## src/rtl/pipe_stage_reg_pkg.sv

```systemverilog
// Shared definitions for generic pipeline-stage registers: skid-state encoding,
// per-boundary bundle widths and control-bundle bit offsets.
package pipe_pkg;

  typedef enum logic [1:0] {
    ST_EMPTY = 2'd0,
    ST_BUSY  = 2'd1,
    ST_FULL  = 2'd2
  } stage_state_e;

  // Bundle widths per stage boundary
  localparam int IF_ID_DATA_W  = 64;
  localparam int IF_ID_CTRL_W  = 1;
  localparam int ID_EX_DATA_W  = 96;
  localparam int ID_EX_CTRL_W  = 12;
  localparam int EX_MEM_DATA_W = 101;
  localparam int EX_MEM_CTRL_W = 6;
  localparam int MEM_WB_DATA_W = 69;
  localparam int MEM_WB_CTRL_W = 2;

  // Control-bundle field offsets (ID/EX layout)
  localparam int CTRL_REG_WRITE   = 0;
  localparam int CTRL_MEM_READ    = 1;
  localparam int CTRL_MEM_WRITE   = 2;
  localparam int CTRL_BRANCH      = 3;
  localparam int CTRL_ALU_OP_LSB  = 4;
  localparam int CTRL_ALU_OP_W    = 4;
  localparam int CTRL_MEM_TO_REG  = 8;
  localparam int CTRL_ALU_SRC     = 9;
  localparam int CTRL_JUMP        = 10;
  localparam int CTRL_LINK        = 11;

  function automatic logic [1:0] occ_of_state(input stage_state_e s);
    case (s)
      ST_BUSY: return 2'd1;
      ST_FULL: return 2'd2;
      default: return 2'd0;
    endcase
  endfunction

endpackage

```

## src/rtl/pipe_stage_entry.sv

```systemverilog
// One valid+ctrl+data holding register. Clear kills the entry (ctrl forced to 0,
// data left as is); load captures a new bundle. Updates on the falling clock edge.
module pipe_stage_entry
  import pipe_pkg::*;
#(
  parameter int                DATA_W     = ID_EX_DATA_W,
  parameter int                CTRL_W     = ID_EX_CTRL_W,
  parameter logic [DATA_W-1:0] RESET_DATA = '0
) (
  input  logic              clk,
  input  logic              rst_n,
  input  logic              i_load,
  input  logic              i_clear,
  input  logic [DATA_W-1:0] i_data,
  input  logic [CTRL_W-1:0] i_ctrl,
  output logic              o_valid,
  output logic [DATA_W-1:0] o_data,
  output logic [CTRL_W-1:0] o_ctrl
);

  logic              r_valid;
  logic [DATA_W-1:0] r_data;
  logic [CTRL_W-1:0] r_ctrl;

  always_ff @(negedge clk or negedge rst_n) begin
    if (!rst_n) begin
      r_valid <= 1'b0;
      r_ctrl  <= '0;
      r_data  <= RESET_DATA;
    end else if (i_clear) begin
      r_valid <= 1'b0;
      r_ctrl  <= '0;
    end else if (i_load) begin
      r_valid <= 1'b1;
      r_ctrl  <= i_ctrl;
      r_data  <= i_data;
    end
  end

  assign o_valid = r_valid;
  assign o_data  = r_data;
  assign o_ctrl  = r_ctrl;

endmodule

```

## src/rtl/pipe_stage_reg.sv

```systemverilog
// Generic pipeline-stage register with valid/ready, global hold, flush-to-bubble.
// Define PIPE_STAGE_SKID_EN for the 2-entry skid build with registered in_ready.
module pipe_stage_reg
  import pipe_pkg::*;
#(
  parameter int                DATA_W     = ID_EX_DATA_W,
  parameter int                CTRL_W     = ID_EX_CTRL_W,
  parameter logic [DATA_W-1:0] RESET_DATA = '0
) (
  input  logic              clk,
  input  logic              rst_n,
  input  logic              hit,
  input  logic              flush,
  input  logic              in_valid,
  output logic              in_ready,
  input  logic [DATA_W-1:0] in_data,
  input  logic [CTRL_W-1:0] in_ctrl,
  output logic              out_valid,
  input  logic              out_ready,
  output logic [DATA_W-1:0] out_data,
  output logic [CTRL_W-1:0] out_ctrl,
  output logic [1:0]        occupancy
);

  logic              w_accept;
  logic              w_drain;
  logic              w_main_load;
  logic              w_main_clear;
  logic [DATA_W-1:0] w_main_data;
  logic [CTRL_W-1:0] w_main_ctrl;

  assign w_accept = in_valid & in_ready & hit & ~flush;
  assign w_drain  = out_valid & out_ready & hit;

  pipe_stage_entry #(
    .DATA_W     (DATA_W),
    .CTRL_W     (CTRL_W),
    .RESET_DATA (RESET_DATA)
  ) u_main (
    .clk     (clk),
    .rst_n   (rst_n),
    .i_load  (w_main_load),
    .i_clear (w_main_clear),
    .i_data  (w_main_data),
    .i_ctrl  (w_main_ctrl),
    .o_valid (out_valid),
    .o_data  (out_data),
    .o_ctrl  (out_ctrl)
  );

`ifdef PIPE_STAGE_SKID_EN

  stage_state_e      r_state;
  stage_state_e      w_state_next;
  logic              r_in_ready;
  logic              w_skid_load;
  logic              w_skid_clear;
  logic              w_skid_valid;
  logic [DATA_W-1:0] w_skid_data;
  logic [CTRL_W-1:0] w_skid_ctrl;

  pipe_stage_entry #(
    .DATA_W     (DATA_W),
    .CTRL_W     (CTRL_W),
    .RESET_DATA (RESET_DATA)
  ) u_skid (
    .clk     (clk),
    .rst_n   (rst_n),
    .i_load  (w_skid_load),
    .i_clear (w_skid_clear),
    .i_data  (in_data),
    .i_ctrl  (in_ctrl),
    .o_valid (w_skid_valid),
    .o_data  (w_skid_data),
    .o_ctrl  (w_skid_ctrl)
  );

  always_comb begin
    w_state_next = r_state;
    w_main_load  = 1'b0;
    w_main_clear = 1'b0;
    w_main_data  = in_data;
    w_main_ctrl  = in_ctrl;
    w_skid_load  = 1'b0;
    w_skid_clear = 1'b0;
    if (flush) begin
      w_main_clear = 1'b1;
      w_skid_clear = 1'b1;
      w_state_next = ST_EMPTY;
    end else begin
      case (r_state)
        ST_EMPTY: begin
          if (w_accept) begin
            w_main_load  = 1'b1;
            w_state_next = ST_BUSY;
          end
        end
        ST_BUSY: begin
          if (w_accept && w_drain) begin
            w_main_load = 1'b1;
          end else if (w_accept) begin
            w_skid_load  = 1'b1;
            w_state_next = ST_FULL;
          end else if (w_drain) begin
            w_main_clear = 1'b1;
            w_state_next = ST_EMPTY;
          end
        end
        ST_FULL: begin
          // Skid bundle is older than anything upstream, so it refills main first
          if (w_drain) begin
            w_main_load  = 1'b1;
            w_main_data  = w_skid_data;
            w_main_ctrl  = w_skid_ctrl;
            w_skid_clear = 1'b1;
            w_state_next = ST_BUSY;
          end
        end
        default: begin
          w_main_clear = 1'b1;
          w_skid_clear = 1'b1;
          w_state_next = ST_EMPTY;
        end
      endcase
    end
  end

  always_ff @(negedge clk or negedge rst_n) begin
    if (!rst_n) begin
      r_state    <= ST_EMPTY;
      r_in_ready <= 1'b0;
    end else begin
      r_state    <= w_state_next;
      r_in_ready <= (w_state_next != ST_FULL);
    end
  end

  assign in_ready  = r_in_ready;
  assign occupancy = occ_of_state(r_state) & {1'b1, ~w_skid_valid | out_valid};

`else

  logic r_started;

  always_ff @(negedge clk or negedge rst_n) begin
    if (!rst_n) r_started <= 1'b0;
    else        r_started <= 1'b1;
  end

  assign w_main_load  = w_accept;
  assign w_main_clear = flush | (w_drain & ~w_accept);
  assign w_main_data  = in_data;
  assign w_main_ctrl  = in_ctrl;

  assign in_ready  = r_started & (~out_valid | out_ready);
  assign occupancy = {1'b0, out_valid};

`endif

endmodule

```

## config.mk

```make
export PLATFORM = sky130hd
export DESIGN_NAME = pipe_stage_reg
export DESIGN_NICKNAME = d
export VERILOG_FILES = /design/src/rtl/pipe_stage_reg_pkg.sv /design/src/rtl/pipe_stage_entry.sv /design/src/rtl/pipe_stage_reg.sv
export SDC_FILE = /design/constraint.sdc
export NUM_CORES = 1
export LEC_CHECK = 0
export BUFFER_PORTS_ARGS = -buffer_cell sky130_fd_sc_hd__buf_4
export CELL_PAD_IN_SITES_DETAIL_PLACEMENT = 0
export CELL_PAD_IN_SITES_GLOBAL_PLACEMENT = 1
export CORE_AREA = 2 2 110 112
export DETAILED_ROUTE_END_ITERATION = 12
export DIE_AREA = 0 0 112 114
export GPL_TIMING_DRIVEN = 0
export PLACE_DENSITY_LB_ADDON = 0.1
export SYNTH_ARGS = -nofsm -noshare
export SYNTH_HDL_FRONTEND = slang
export SYNTH_SLANG_ARGS = --single-unit
```

## constraint.sdc

```tcl
create_clock -name clk -period 3.4 [get_ports clk]
set_input_delay 0.68 -clock clk [delete_from_list [all_inputs] [get_ports clk]]
set_output_delay 0.68 -clock clk [all_outputs]
set_load 0.02 [all_outputs]
```

==> impl_metrics.json, run 1 <==
{
  "run_status": "finished, violations left",
  "violations": "negative setup slack",
  "drtPass1Iterations": 4,
  "fp.dieW_um": 112,
  "synth_warnings": 0,
  "dp_hpwl_um": 7460,
  "area_delta_synth_final_pct": 66.4,
  "wl_per_cell_um": 17.5,
  "cts_root_buffer": "clkbuf_16",
  "final_util": 0.593,
  "p_clk_frac": 0.238,
  "pin_count": 226,
  "ys_types": 15,
  "vdd_drop_max_mv": 0.287,
  "start_util": 0.357,
  "die_area_um2": 12800,
  "syn_area_per_cell_um2": 17.1,
  "gp_congestion": 0.694,
  "nNetsFinal": 609,
  "cts_tree": "done",
  "ys_seq_area_frac": 0.659,
  "cp.required_ns": 1.89,
  "rsz0062_at_grt": "yes",
  "syn_nets": 359,
  "timing.rr.start": "u_main.o_valid$_DFFE_NN0P_",
  "via_count": 2993,
  "setup_ws_ns": -0.0975,
  "synth_compound_area_frac": 0.0296,
  "critical_path.max_fanout": 10,
  "p_sw_mw": 1.24,
  "drive_gt1_frac": 0.729,
  "placementRows": 40,
  "p_sw_frac": 0.298,
  "gr-total-overflow": 0,
  "worst_pin_slew_ns": 0.698,
  "fillCellCount": 965,
  "maxCapViolCount": 0,
  "slew_headroom": 0.535,
  "synth_adder_area_share": 0,
  "clk-insertion-delay-late_ns": 0.35,
  "reg2reg_depth": 6,
  "p_int_mw": 2.92,
  "grtUsageTotal": 0.161,
  "fin_area_um2": 6950,
  "cp-end-kind": "register",
  "synth_top_family_by_area": "multiplexers",
  "synth_seq_cells": 110,
  "clk_pin_slew_worst_paths_ns": 0.05,
  "sequentialPowerShare": 0.424,
  "ctsHoldBuffers": 0,
  "cts.htree.levels": 3,
  "placed_area_um2": 6070,
  "muxShareOfSynthArea": 0.259,
  "vias_per_cell": 4.63,
  "grt_pass1_wl_um": 15800,
  "dp.cells": 617,
  "finClkSkew_ns": 0.00419,
  "max-clock-path-buffers": 2,
  "fin_cells": 646,
  "grt_pass1_vias": 2981,
  "syn_inst": 245,
  "ant_nets": 0,
  "grt_max_degree": 59,
  "hp-start": "u_main.o_ctrl[11]$_DFFE_NN0P_",
  "n_antenna_cell": 0,
  "power_density_nw_per_um2": 598,
  "arrival_ns": 1.99,
  "r2r_slack_ns": 1.57,
  "syn_area_um2": 4180,
  "hp-class": "register to register",
  "setup_viol": 99,
  "crit_start": "out_ready",
  "synth-simple-area-share": 0.0123,
  "drt_iter0_drc": 95,
  "hold_slack_ns": 0.450,
  "port_buffers": 224,
  "post-route-drc-count": 0,
  "startpoint_type": "primary input",
  "clock-sinks": 110,
  "die_h_um": 114,
  "finalHoldViolCount": 0,
  "antenna_found_initial": 0,
  "drt_wl_total_um": 11300,
  "setup-tns-final_ns": -5.41,
  "leakage_nw": 3.49,
  "comb_power_share": 0.338,
  "hold_depth": 1,
  "cts_buffers": 9,
  "synth_xor_area_frac": 0,
  "crit_type": "primary input to register",
  "slew_viol_final": 0,
  "core_area_um2": 11700
}
==> layout by cell type, fill, tap and decap left out <==
| cell | instances |
|---|---|
| a22o_1 | 12 |
| a31o_2 | 1 |
| buf_12 | 1 |
| buf_16 | 1 |
| buf_4 | 230 |
| buf_6 | 3 |
| buf_8 | 10 |
| clkbuf_1 | 4 |
| clkbuf_16 | 17 |
| clkbuf_8 | 2 |
| clkinv_2 | 1 |
| conb_1 | 2 |
| dfrtn_1 | 110 |
| inv_1 | 2 |
| mux2_2 | 13 |
| mux2_4 | 83 |
| nand2_1 | 2 |
| nand3_1 | 1 |
| nor2_1 | 1 |
| nor2b_4 | 1 |
| nor4_4 | 1 |
| o311a_1 | 1 |
==> layout make-up <==
class | instances | area, µm² | area share
plain buffers | 15 | 200 | 0.0288
clock buffers | 14 | 264 | 0.0380
clock inverters | 1 | 5.00 | 0.000720
inverters | 2 | 7.51 | 0.00108
multi-input cells | 118 | 1580 | 0.227
flip-flops and latches | 110 | 2750 | 0.396
well taps | 147 | 184 | 0.0265
repair buffers | 239 | 1960 | 0.282
==> synth_stat cells <==
cell	n	area, µm²
nor2_1	1	3.75
nand3_1	1	5.00
buf_4	2	15.0
nor2b_4	1	13.8
nor4_4	1	21.3
o311a_1	1	10.0
clkbuf_1	1	3.75
a31o_2	1	8.76
conb_1	2	7.51
inv_1	2	7.51
buf_6	12	135
nand2_1	2	7.51
mux2_2	96	1080
dfrtn_1	110	2750
a22o_1	12	105
==> cell families after synthesis <==
| kind of cell | count (synthesis) |
|---|---|
| DFF | 110 |
| muxes | 96 |
| buffers and inverters | 17 |
| AOI/OAI and AO/OA | 14 |
| and+or+nand+nor | 6 |
| other | 2 |
==> flip-flops by register name (all words and copies together), names as in the netlist <==
signal / flops
u_main.o_valid: 1
u_main.o_data: 96
r_started: 1
u_main.o_ctrl: 12
==> worst paths after layout <==
path,endpoint
min reg2reg,u_main.o_ctrl[11]$_DFFE_NN0P_
min,u_main.o_ctrl[11]$_DFFE_NN0P_
max reg2reg,u_main.o_data[51]$_DFFE_NN0P_
max in group asynchronous,r_started$_DFF_NN0_
max,u_main.o_data[51]$_DFFE_NN0P_
min in group asynchronous,u_main.o_data[72]$_DFFE_NN0P_
==> metrics by stage <==
step / power, mW / worst slack [ns]
after floorplan: 2.37 / -0.0557
after global placement: 3.00 / -0.293
after detailed placement: 3.03 / -0.319
after CTS: 4.03 / -0.0991
after global routing: 4.35 / -0.172
final: 4.16 / -0.0975
==> critical path: stages <==
cell,delay (ns)
buf_6,0.08
nor2b_4,0.03
buf_4,0.13
nor4_4,0.27
buf_6,0.27
buf_8,0.18
mux2_2,0.34
==> routing by layer <==
layer  vias to the layer above  GRT usage  part of all wire
met4                         0     0.0659             0.014
met3                        11     0.0537             0.079
li1                       1359          -                 -
met5                         -          0                 0
met1                      1483      0.203              0.43
met2                       140      0.256              0.48
==> power groups by stage <==
stage	clock (mW)	sequential, mW	combinational [mW]
finish	0.989	1.76	1.41
global route	1.07	1.80	1.48
CTS	1.01	1.75	1.26
detailed placement	0	1.77	1.26
global placement	0	1.76	1.24
floorplan	0	2.10	0.273
==> repair_timing <==
action | 4_1_cts | 5_1_grt
buffers inserted | 3 | 2
gates cloned | 0 | 9
resized for setup | 0 | 98
setup endpoints to repair | 3 | 99
Note: power is estimated with default switching activity, not from simulation.
==> run 2: changes to the inputs <==
- RECOVER_POWER: unset -> 50
- SKIP_LAST_GASP: unset -> 1
==> run 2 against run 1 <==
Compared with the run above:
- the run still ends with negative setup slack left
- design area decreased by 3.4%
- first-iteration DRC count increased by 12%
- total power decreased by 2.9%
- sequential power about the same
- worst setup slack got worse by 0.00061 ns
- flip-flop and latch count unchanged
- count of clock-buffer cells in the layout unchanged
- combinational power decreased by 8%
- core utilization decreased by 2.0 points
- critical path depth decreased by 4
- register-to-register slack about the same
==> impl_metrics.json, run 2 (synthesized netlist as in run 1, its figures left out) <==
{
  "run_status": "finished, violations left",
  "violations": "negative setup slack",
  "leakage_nw": 3.30,
  "final_common_cell": "buf_4",
  "grt_pass1_vias": 2981,
  "dp_slack_ns": -0.319,
  "wl_per_cell_um": 16.6,
  "max-clock-path-buffers": 2,
  "cts.htree.levels": 3,
  "fin_area_um2": 6710,
  "maxCapViolCount": 0,
  "power_density_nw_per_um2": 601,
  "crit_chain": "nor2b_4 > nor2_1 > buf_4",
  "area_delta_synth_final_pct": 60.6,
  "post-route-drc-count": 0,
  "path_buf_inv": 1,
  "total_power_mw": 4.03,
  "cp-end-kind": "output pin",
  "startpoint_type": "register",
  "fp.dieW_um": 112,
  "vias_per_cell": 4.54,
  "cp.required_ns": 2.72,
  "gr-total-overflow": 0,
  "drt_iter0_drc": 106,
  "largest_reg_flops": 96,
  "layout_common_cells": "buf_4, dfrtn_1, mux2_2",
  "arrival_ns": 2.82,
  "antenna_found_initial": 0,
  "slew_headroom": 0.0985,
  "finalHoldViolCount": 0,
  "final_util": 0.573,
  "setup_viol": 99,
  "setup_ws_ns": -0.0981,
  "die_area_um2": 12800,
  "setup-tns-final_ns": -5.87,
  "cts_root_buffer": "clkbuf_16",
  "worst_pin_slew_ns": 1.35,
  "grt_pass1_wl_um": 15800,
  "n_antenna_cell": 0,
  "hp-class": "register to register",
  "placed_area_um2": 6070,
  "rsz0062_at_grt": "yes",
  "drtPass1Iterations": 4,
  "critPathMaxStageDelay_ns": 0.42,
  "pin_count": 226,
  "finClkSkew_ns": 0.00352,
  "vdd_drop_max_mv": 0.284,
  "clock-sinks": 110,
  "ant_nets": 0,
  "nNetsFinal": 609,
  "grtUsageTotal": 0.161,
  "critPathTopFamily": "flip-flops",
  "placementRows": 40,
  "drt_wl_total_um": 10700,
  "critical_path.max_fanout": 2,
  "slew_viol_final": 0,
  "dp_hpwl_um": 7460,
  "clk_pin_slew_worst_paths_ns": 0.05,
  "cts_buffers": 9,
  "start_util": 0.357,
  "drive_gt1_frac": 0.729,
  "die_h_um": 114,
  "crit_type": "register to output pin",
  "port_buffers": 224,
  "crit_slowest_cell": "dfrtn_1",
  "core_area_um2": 11700,
  "cts_tree": "done",
  "clk-insertion-delay-late_ns": 0.34,
  "grt_max_degree": 59,
  "via_count": 2935,
  "gp_congestion": 0.694
}
run 2: cell count changes in the layout (fill, tap and decap cells not counted):
cell	previous run	this run
mux2_2	13	75
clkbuf_2	0	1
buf_6	3	4
buf_8	10	9
buf_4	230	229
mux2_4	83	21
run 2: repair_timing:
| action | CTS | global route |
|---|---|---|
| hold buffers | 0 | 0 |
| cloned | 0 | 9 |
| buffers inserted | 3 | 2 |
| gates resized for setup | 0 | 35 |
| endpoints found under the setup margin | 3 | 99 |
run 2: through the flow:
step                      cells  hold slack (ns)
after floorplan             245            0.571
after global placement      616            0.448
after detailed placement    617            0.443
after CTS                   635            0.452
after global routing        646            0.460
final                       646            0.448
run 2: final cells by class:
cell class | count | area, µm²
plain buffers | 15 | 196
repair buffers | 239 | 1960
well taps | 147 | 184
inverters | 2 | 7.51
flip-flops and latches | 110 | 2750
fillers | 981 | 5000
multi-input cells | 118 | 1340
clock buffers | 14 | 264
clock inverters | 1 | 5.00
run 2: power by group:
group          internal (mW)  switching (mW)  leakage, nW
clock                  0.534           0.456        0.133
combinational          0.680           0.615         1.83
sequential              1.61           0.141         1.34
run 2: worst paths after layout:
check	start	endpoint	slack, ns	depth (start not counted)
min	u_main.o_ctrl[11]$_DFFE_NN0P_	u_main.o_ctrl[11]$_DFFE_NN0P_	0.45	1
max	u_main.o_valid$_DFFE_NN0P_	in_ready	-0.1	3
min in group asynchronous	rst_n	u_main.o_data[72]$_DFFE_NN0P_	2.21	1
max reg2reg	u_main.o_valid$_DFFE_NN0P_	u_main.o_data[71]$_DFFE_NN0P_	1.58	6
min reg2reg	u_main.o_ctrl[11]$_DFFE_NN0P_	u_main.o_ctrl[11]$_DFFE_NN0P_	0.45	1
max in group asynchronous	rst_n	u_main.o_data[20]$_DFFE_NN0P_	0.23	2
run 2: layer usage:
layer	share of wire	GRT usage
met4	0.017	0.0659
met5	0	0
met2	0.48	0.256
met3	0.084	0.0537
met1	0.42	0.203
